**src/rtl/regfile_mp.sv**
```systemverilog
// Multi-port register file with write priority, optional bypass,
// busy scoreboard and a post-reset init sequence gated by ready.
module regfile_mp #(
  parameter int W        = 16,
  parameter int DEPTH    = 16,
  parameter int NUM_RD   = 2,
  parameter int BYPASS   = 1,
  parameter int ONES_IDX = 13,
  localparam int AW      = $clog2(DEPTH)
) (
  input  logic                 clk,
  input  logic                 reset,
  input  logic [W-1:0]         pc,
  input  logic [1:0]           wr_en,
  input  logic [2*AW-1:0]      wr_addr,
  input  logic [2*W-1:0]       wr_data,
  input  logic [NUM_RD*AW-1:0] rd_addr,
  output logic [NUM_RD*W-1:0]  rd_data,
  input  logic                 busy_set_en,
  input  logic [AW-1:0]        busy_set_addr,
  output logic [DEPTH-1:0]     busy,
  output logic                 ready
);

  localparam logic [AW-1:0] PC_IDX = AW'(DEPTH - 1);
  localparam logic [AW-1:0] LAST   = AW'(DEPTH - 2);
  localparam logic [AW-1:0] ONES   = AW'(ONES_IDX);

  typedef enum logic {INIT, RUN} state_t;

  state_t           r_state;
  logic [AW-1:0]    r_init_idx;
  logic             r_ready;
  logic [DEPTH-1:0] r_busy;
  logic [W-1:0]     r_regs [DEPTH-1];

  logic [AW-1:0]    w_wa [2];
  logic [W-1:0]     w_wd [2];
  logic [1:0]       w_wv;
  logic [DEPTH-1:0] w_busy_nxt;
  logic [W-1:0]     w_pc_word;
  logic             w_unused_pc;

  assign w_wa[0] = wr_addr[0 +: AW];
  assign w_wa[1] = wr_addr[AW +: AW];
  assign w_wd[0] = wr_data[0 +: W];
  assign w_wd[1] = wr_data[W +: W];

  // A write only lands when running and not aimed at the PC slot
  assign w_wv[0] = r_ready && wr_en[0] && (w_wa[0] != PC_IDX);
  assign w_wv[1] = r_ready && wr_en[1] && (w_wa[1] != PC_IDX);

  assign w_pc_word   = {2'b00, pc[W-1:2]};
  assign w_unused_pc = ^pc[1:0];

  // Next scoreboard: writes clear, a new producer sets (set wins)
  always_comb begin
    w_busy_nxt = r_busy;
    for (int p = 0; p < 2; p++) begin
      if (wr_en[p]) w_busy_nxt[w_wa[p]] = 1'b0;
    end
    if (busy_set_en) w_busy_nxt[busy_set_addr] = 1'b1;
    w_busy_nxt[PC_IDX] = 1'b0;
  end

  // Init/run sequencer, ready flag and busy scoreboard
  always_ff @(posedge clk) begin
    if (reset) begin
      r_state    <= INIT;
      r_init_idx <= '0;
      r_ready    <= 1'b0;
      r_busy     <= '0;
    end else begin
      unique case (r_state)
        INIT: begin
          r_init_idx <= r_init_idx + 1'b1;
          if (r_init_idx == LAST) begin
            r_state <= RUN;
            r_ready <= 1'b1;
          end
        end
        RUN: r_busy <= w_busy_nxt;
        default: r_state <= INIT;
      endcase
    end
  end

  // Storage: init pattern during INIT, port 0 then port 1 in RUN
  always_ff @(posedge clk) begin
    if (!reset) begin
      if (r_state == INIT) begin
        r_regs[r_init_idx] <= (r_init_idx == ONES) ? '1 : '0;
      end else begin
        for (int p = 0; p < 2; p++) begin
          if (w_wv[p]) r_regs[w_wa[p]] <= w_wd[p];
        end
      end
    end
  end

  // Combinational read ports with optional write bypass
  for (genvar r = 0; r < NUM_RD; r++) begin : g_rd
    logic [AW-1:0] w_ra;
    logic [AW-1:0] w_idx;
    logic [W-1:0]  w_val;

    assign w_ra  = rd_addr[r*AW +: AW];
    assign w_idx = (w_ra == PC_IDX) ? '0 : w_ra;

    always_comb begin
      w_val = r_regs[w_idx];
      if (w_ra == PC_IDX) w_val = w_pc_word;
      if (BYPASS != 0) begin
        for (int p = 0; p < 2; p++) begin
          if (w_wv[p] && (w_wa[p] == w_ra)) w_val = w_wd[p];
        end
      end
      if (!r_ready) w_val = '0;
    end

    assign rd_data[r*W +: W] = w_val;
  end

  assign busy  = r_busy;
  assign ready = r_ready;

endmodule

```
**config.mk**
```make
export PLATFORM = sky130hd
export DESIGN_NAME = regfile_mp
export DESIGN_NICKNAME = d
export VERILOG_FILES = /design/src/rtl/regfile_mp.sv
export SDC_FILE = /design/constraint.sdc
export NUM_CORES = 1
export LEC_CHECK = 0
export BUFFER_PORTS_ARGS = -buffer_cell sky130_fd_sc_hd__buf_4
export CAP_MARGIN = 0
export CORE_AREA = 5 5 192 194
export DETAILED_ROUTE_END_ITERATION = 6
export DIE_AREA = 0 0 197 199
export PLACE_DENSITY = 0.67
export SYNTH_ARGS = -nofsm -noshare
export SYNTH_HDL_FRONTEND = slang
export SYNTH_SLANG_ARGS = --single-unit
```
**constraint.sdc**
```tcl
create_clock -name clk -period 3.89 [get_ports clk]
set_input_delay 0.1945 -clock clk [delete_from_list [all_inputs] [get_ports clk]]
set_output_delay 0.1945 -clock clk [all_outputs]
set_load 0.02 [all_outputs]
```
Yosys cells after proc, flatten, opt, wreduce, memory -nomap -nowiden
Memories as Yosys holds them, arrays and structs flattened.
Index checks and enable logic that the tools add are counted.
- memories: 1
- register bits: 21
- bits of input ports: 73
- bits in writable memories: 240
- word-level logic and storage cells: 77
- output and inout bits: 49
- memory list (name ; words ; width ; read ports ; clocked after Yosys merged registers in ; wr ports ; line ; text):
    r_regs ; 15 ; 16 ; 2 ; 0 ; 2 ; 35 ; logic [W-1:0] r_regs [DEPTH-1];
- muxes and demuxes: 36
- eq/ne operators: 10
- magnitude comparators: 6
- bitwise operators: 6
- $add $sub $neg: 1
- reductions and logical operators: 13
- operators by type and width (operator ; count):
    16-bit 2-to-1 mux ; 10
    15-bit 2-to-1 mux ; 3
    15-bit AND ; 2
    15-bit NOT ; 2
    1-bit 2-to-1 mux ; 17
    4-bit equality test ; 4
    4-bit equality test (second input constant) ; 4
    16-bit OR reduction ; 1
    4-bit by 5-bit < comparator with 1-bit output (second input constant) ; 3
    15-bit OR ; 1
    1-bit demux with 4-bit select ; 3
    4-bit by 1-bit greater-or-equal comparator with 1-bit output (second input constant) ; 3
    4-bit 2-to-1 mux ; 3
    1-bit logical AND ; 11
    4-bit inequality test (second input constant) ; 2
    4-bit by 1-bit adder with 4-bit output (second input constant) ; 1
    2-bit AND reduction ; 1
    1-bit NOT ; 1

Depth between registers and ports, before layout
- depth after elaboration: 11
- gate-level depth with buffers: 11
- mapped depth without buffers: 6

Worst setup path after synthesis
Ideal clock, no wire load.
- kind: register to register
- start point: reg r_ready (netlist: ready)
- end point: mem r_regs[10][0] (enable)
- stages on the path, launching flop included: 8
- data arrival time: 2.772 ns
- data required time: 3.479 ns
- clock period less this slack: 3.183 ns
- path slack: 0.707 ns
- setup time: 0.411 ns
- path buffers: 2
- cells stage by stage: dfxtp_1 -> nand2_1 -> a41oi_4 -> and2_4 -> buf_6 -> buf_2 -> a31oi_1 -> o21ai_0
- RTL lines (item ; line ; text):
    from (decl) ; 33 ; logic r_ready;
    from (signal assigned) ; 71 ; r_ready <= 1'b0;
    from (signal assigned) ; 79 ; r_ready <= 1'b1;
    to (decl) ; 35 ;

Worst setup path after layout
- start point: reg r_ready (netlist: ready)
- end point: out rd_data[29]
- word-level cells in the longest chain between the ends: 6
- elaborated cells on any way between the ends: 9
- those cells by class: mux (3); reduce/logical (6)
- RTL lines (item ; line ; text):
    1-bit logical AND (2 in a row) ; 50 ; assign w_wv[0] = r_ready && wr_en[0] && (w_wa[0] != PC_IDX);
    1-bit logical AND ; 115 ; if (w_wv[p] && (w_wa[p] == w_ra)) w_val = w_wd[p];
    16-bit 2-to-1 mux (2 in a row) ; 115 ;
    16-bit 2-to-1 mux * ; 118 ; if (!r_ready) w_val = '0;
    to (decl) ; 18 ; output logic [NUM_RD*W-1:0] rd_data,
Every way passes the cells marked *; elsewhere a longest branch is shown, timed or not.

==> metrics <==
status=finished, violations left; failing checks=DRC; skew final=13.93 ps; Post-synth top flop=edfxtp_1; worst-path cell chain=buf_4, o211a_4, and4_1, buf_4, and2b_1, and3_1, a221o_1, buf_4; Seq pwr share=46.1%; Worst path most repeated cell=buf_4; Final Hold Fails=0; H-tree Lvls=1; initial core utilization=48.95%; YS warnings=0; Reg-to-Reg End=r_regs[6][1]; I/O pin total=122; end of the critical path=rd_data[29]; post-CTS resize count=0; Die ar.=0.03920 mm²; crit path kind=flop to output port; gr usage total=28.54%; worst ir drop on vdd=332.8 µV; met3 WL=6.382 mm; crit-path max FO=24; drt first pass iters=7; Tcrit/Tclk final=90.48%; CP Buf/Inv Count=3; Critical Path Start=ready; CP delay by family, top=simple AND/OR/NAND/NOR gates; Final Cell Area=0.01901 mm²; Core ar.=0.03505 mm²; commonest non-fill, non-tap cell in the layout=a21oi_1; Required @ worst endpoint=3700 ps; diodes inserted=0; placed cell count=2146; shortest period the worst path allows=3520 ps; DR DRC count=8; RSZ-0062 raised after global routing=false; Post-Synth Simple-Gate Area=12.07%; total CTS buffers=31; number of flops mapped to enable cells by yosys=240; Cell Count, Final, Fillers Out=2212; P&R area growth vs syn=10.79%; routed vias=14780; Slew HR=12.16%; Reg clk slew, reported paths=60 ps; xor/xnor share of the synthesized area=0.9699%; vias per inst=6.682; reg-to-reg startpoint=ready; library cells used by synthesis=69; DP Wirelength=37.83 mm; sw power=1666 µW; fin nets=1802; reg2reg path depth=7; largest net degree at the start of global routing=61; Internal Power=5009 µW; CTS root buffer=clkbuf_16; Async S/R FF share, synth=0%; Max Slew Vio Count=0; wire per inst=26.10 µm; first-pass GRT wire length=86.00 mm; combinational share of power=10.4%; commonest cells after routing, fill and taps aside=a21oi_1 (276), nor2_1 (246), edfxtp_1 (240); synthesized net count=1803; final setup vio count=0; # hold bufs at CTS=8; hold_ws=99.07 ps; port bufs=118; Sink Count=261; WL final=57.73 mm; R2R Setup Slk=930 ps; grt total ovfl=0; Die X=197 µm; vias in the first global route=14210; Worst path slowest cell=and2b_1; Power Dens Cells=351.2 mW/mm²; share of cells above drive strength 1=20.62%; later-pin clock latency in the skew report=570 ps; setup TNS=0 ps; worst-margin pin slew=1318 ps; Worst path max stage delay=450 ps; post-synthesis mux area share=13.61%; DP Area=0.01790 mm²; fmax=284.1 MHz; crit path launch type=flop; CTS Buffer Depth=3; Top Layer Used=met5; Die Y=199 µm; Post-CTS Setup Inserts=0; CTS tree=built; Starting DRT DRC Count=1817; Clk pwr share=43.5%; Worst path depth=8; Metal-1 WL=21.96 mm; Max-cap violations=0; Final ANT Viol Nets=0; initial antenna violation count=2; Worst setup EP type=output port; met2 wire len=26.79 mm; Avg Synthesized Cell Area=9.935 µm²; leakage=0.007462 µW; switching portion of total power=24.96%; largest family of logic cells by synthesized area=compound AO/OA/AOI/OAI gates; placer congestion estimate=0.9319; synthesized flop and latch total=261; synthesized area=0.01716 mm²; adder-cell share of the synthesized area=0.2188%; row count=69; Compound-Gate Fraction of Synth Area=21.43%; CP Data Arrival Time=3330 ps; Hold Path Class=input port to flop; post-synthesis cell count=1727; register area share after synthesis=44.45%
## registers in the layout, summed over array words and instances (netlist names)
register    cells
r_state         1
ready           1
busy           15
r_regs        240
r_init_idx      4
## layer usage
| layer | up-vias | GRT usage, % |
|---|---|---|
| met1 | 7164 | 37.93 |
| met4 | 4 | 11.94 |
| met5 | - | 0 |
| li1 | 6458 | - |
| met3 | 162 | 5.403 |
| met2 | 992 | 46.24 |
## stage by stage
step / setup WS, ps / power [µW] / utilization (%)
CTS: 449.5 / 6673 / 54.23
global placement: 876.6 / 3795 / 51.06
global route: 303.4 / 6851 / 54.23
detailed placement: 866.5 / 3805 / 51.06
finish: 370.3 / 6675 / 54.23
floorplan: 707.0 / 3553 / -
## power by group through the flow
stage                     sequential (µW)  clock [µW]  combinational [µW]
after floorplan                      3130           0                 424
after global placement               3130           0                 664
after detailed placement             3130           0                 673
after CTS                            3070        2920                 680
after global routing                 3070        3050                 730
final                                3070        2900                 696
## area by class of cell
cell class | count | area (µm²)
Tap cell | 461 | 576.8
Timing Repair Buffer | 177 | 1361
Sequential cell | 261 | 7627
Clock inverter | 18 | 120.1
Fill cell | 3101 | 16040
Multi-Input combinational cell | 1238 | 8348
Clock buffer | 40 | 910.9
Inverter | 17 | 63.81
## worst min-delay path by stage
| stage | start | cells after the start | endpoint | slack, ps |
|---|---|---|---|---|
| final | wr_data[23] | 2 | r_regs[12][7] | 100 |
| after global routing | wr_data[16] | 2 | r_regs[11][0] | 100 |
| after CTS | wr_data[16] | 2 | r_regs[14][0] | 80 |
| after detailed placement | busy[14] | 2 | busy[14] | 490 |
| after global placement | busy[12] | 2 | busy[12] | 480 |
| after floorplan | reset | 1 | busy[14] | 270 |
## synth_stat cells, drive strengths merged, types with 12 or more instances
library cell,number,area share (%)
a211o,12,0.61
a211oi,13,0.57
a21oi,286,9.0
a221oi,15,0.77
a22oi,33,1.4
a31oi,37,1.3
buf,138,5.3
clkbuf,73,1.6
dfxtp,21,2.5
edfxtp,240,42
inv,16,0.35
mux2,37,2.4
mux2i,77,4.5
mux4,51,6.7
nand2,117,2.6
nand2b,12,0.44
nor2,248,5.5
nor2b,30,1.1
o211ai,14,0.61
o21ai,83,2.4
o221a,12,0.79
o22ai,21,0.77
o311ai,12,0.61
or3,12,0.44
xor2,14,0.71
## logic make-up after synthesis
group           Yosys count
compound gates          581
xor+xnor                 19
fa+ha+maj                 3
buf+inv                 228
flops                   261
mux                     165
other cells               1
simple gates            469
(Power assumes the default switching activity.)
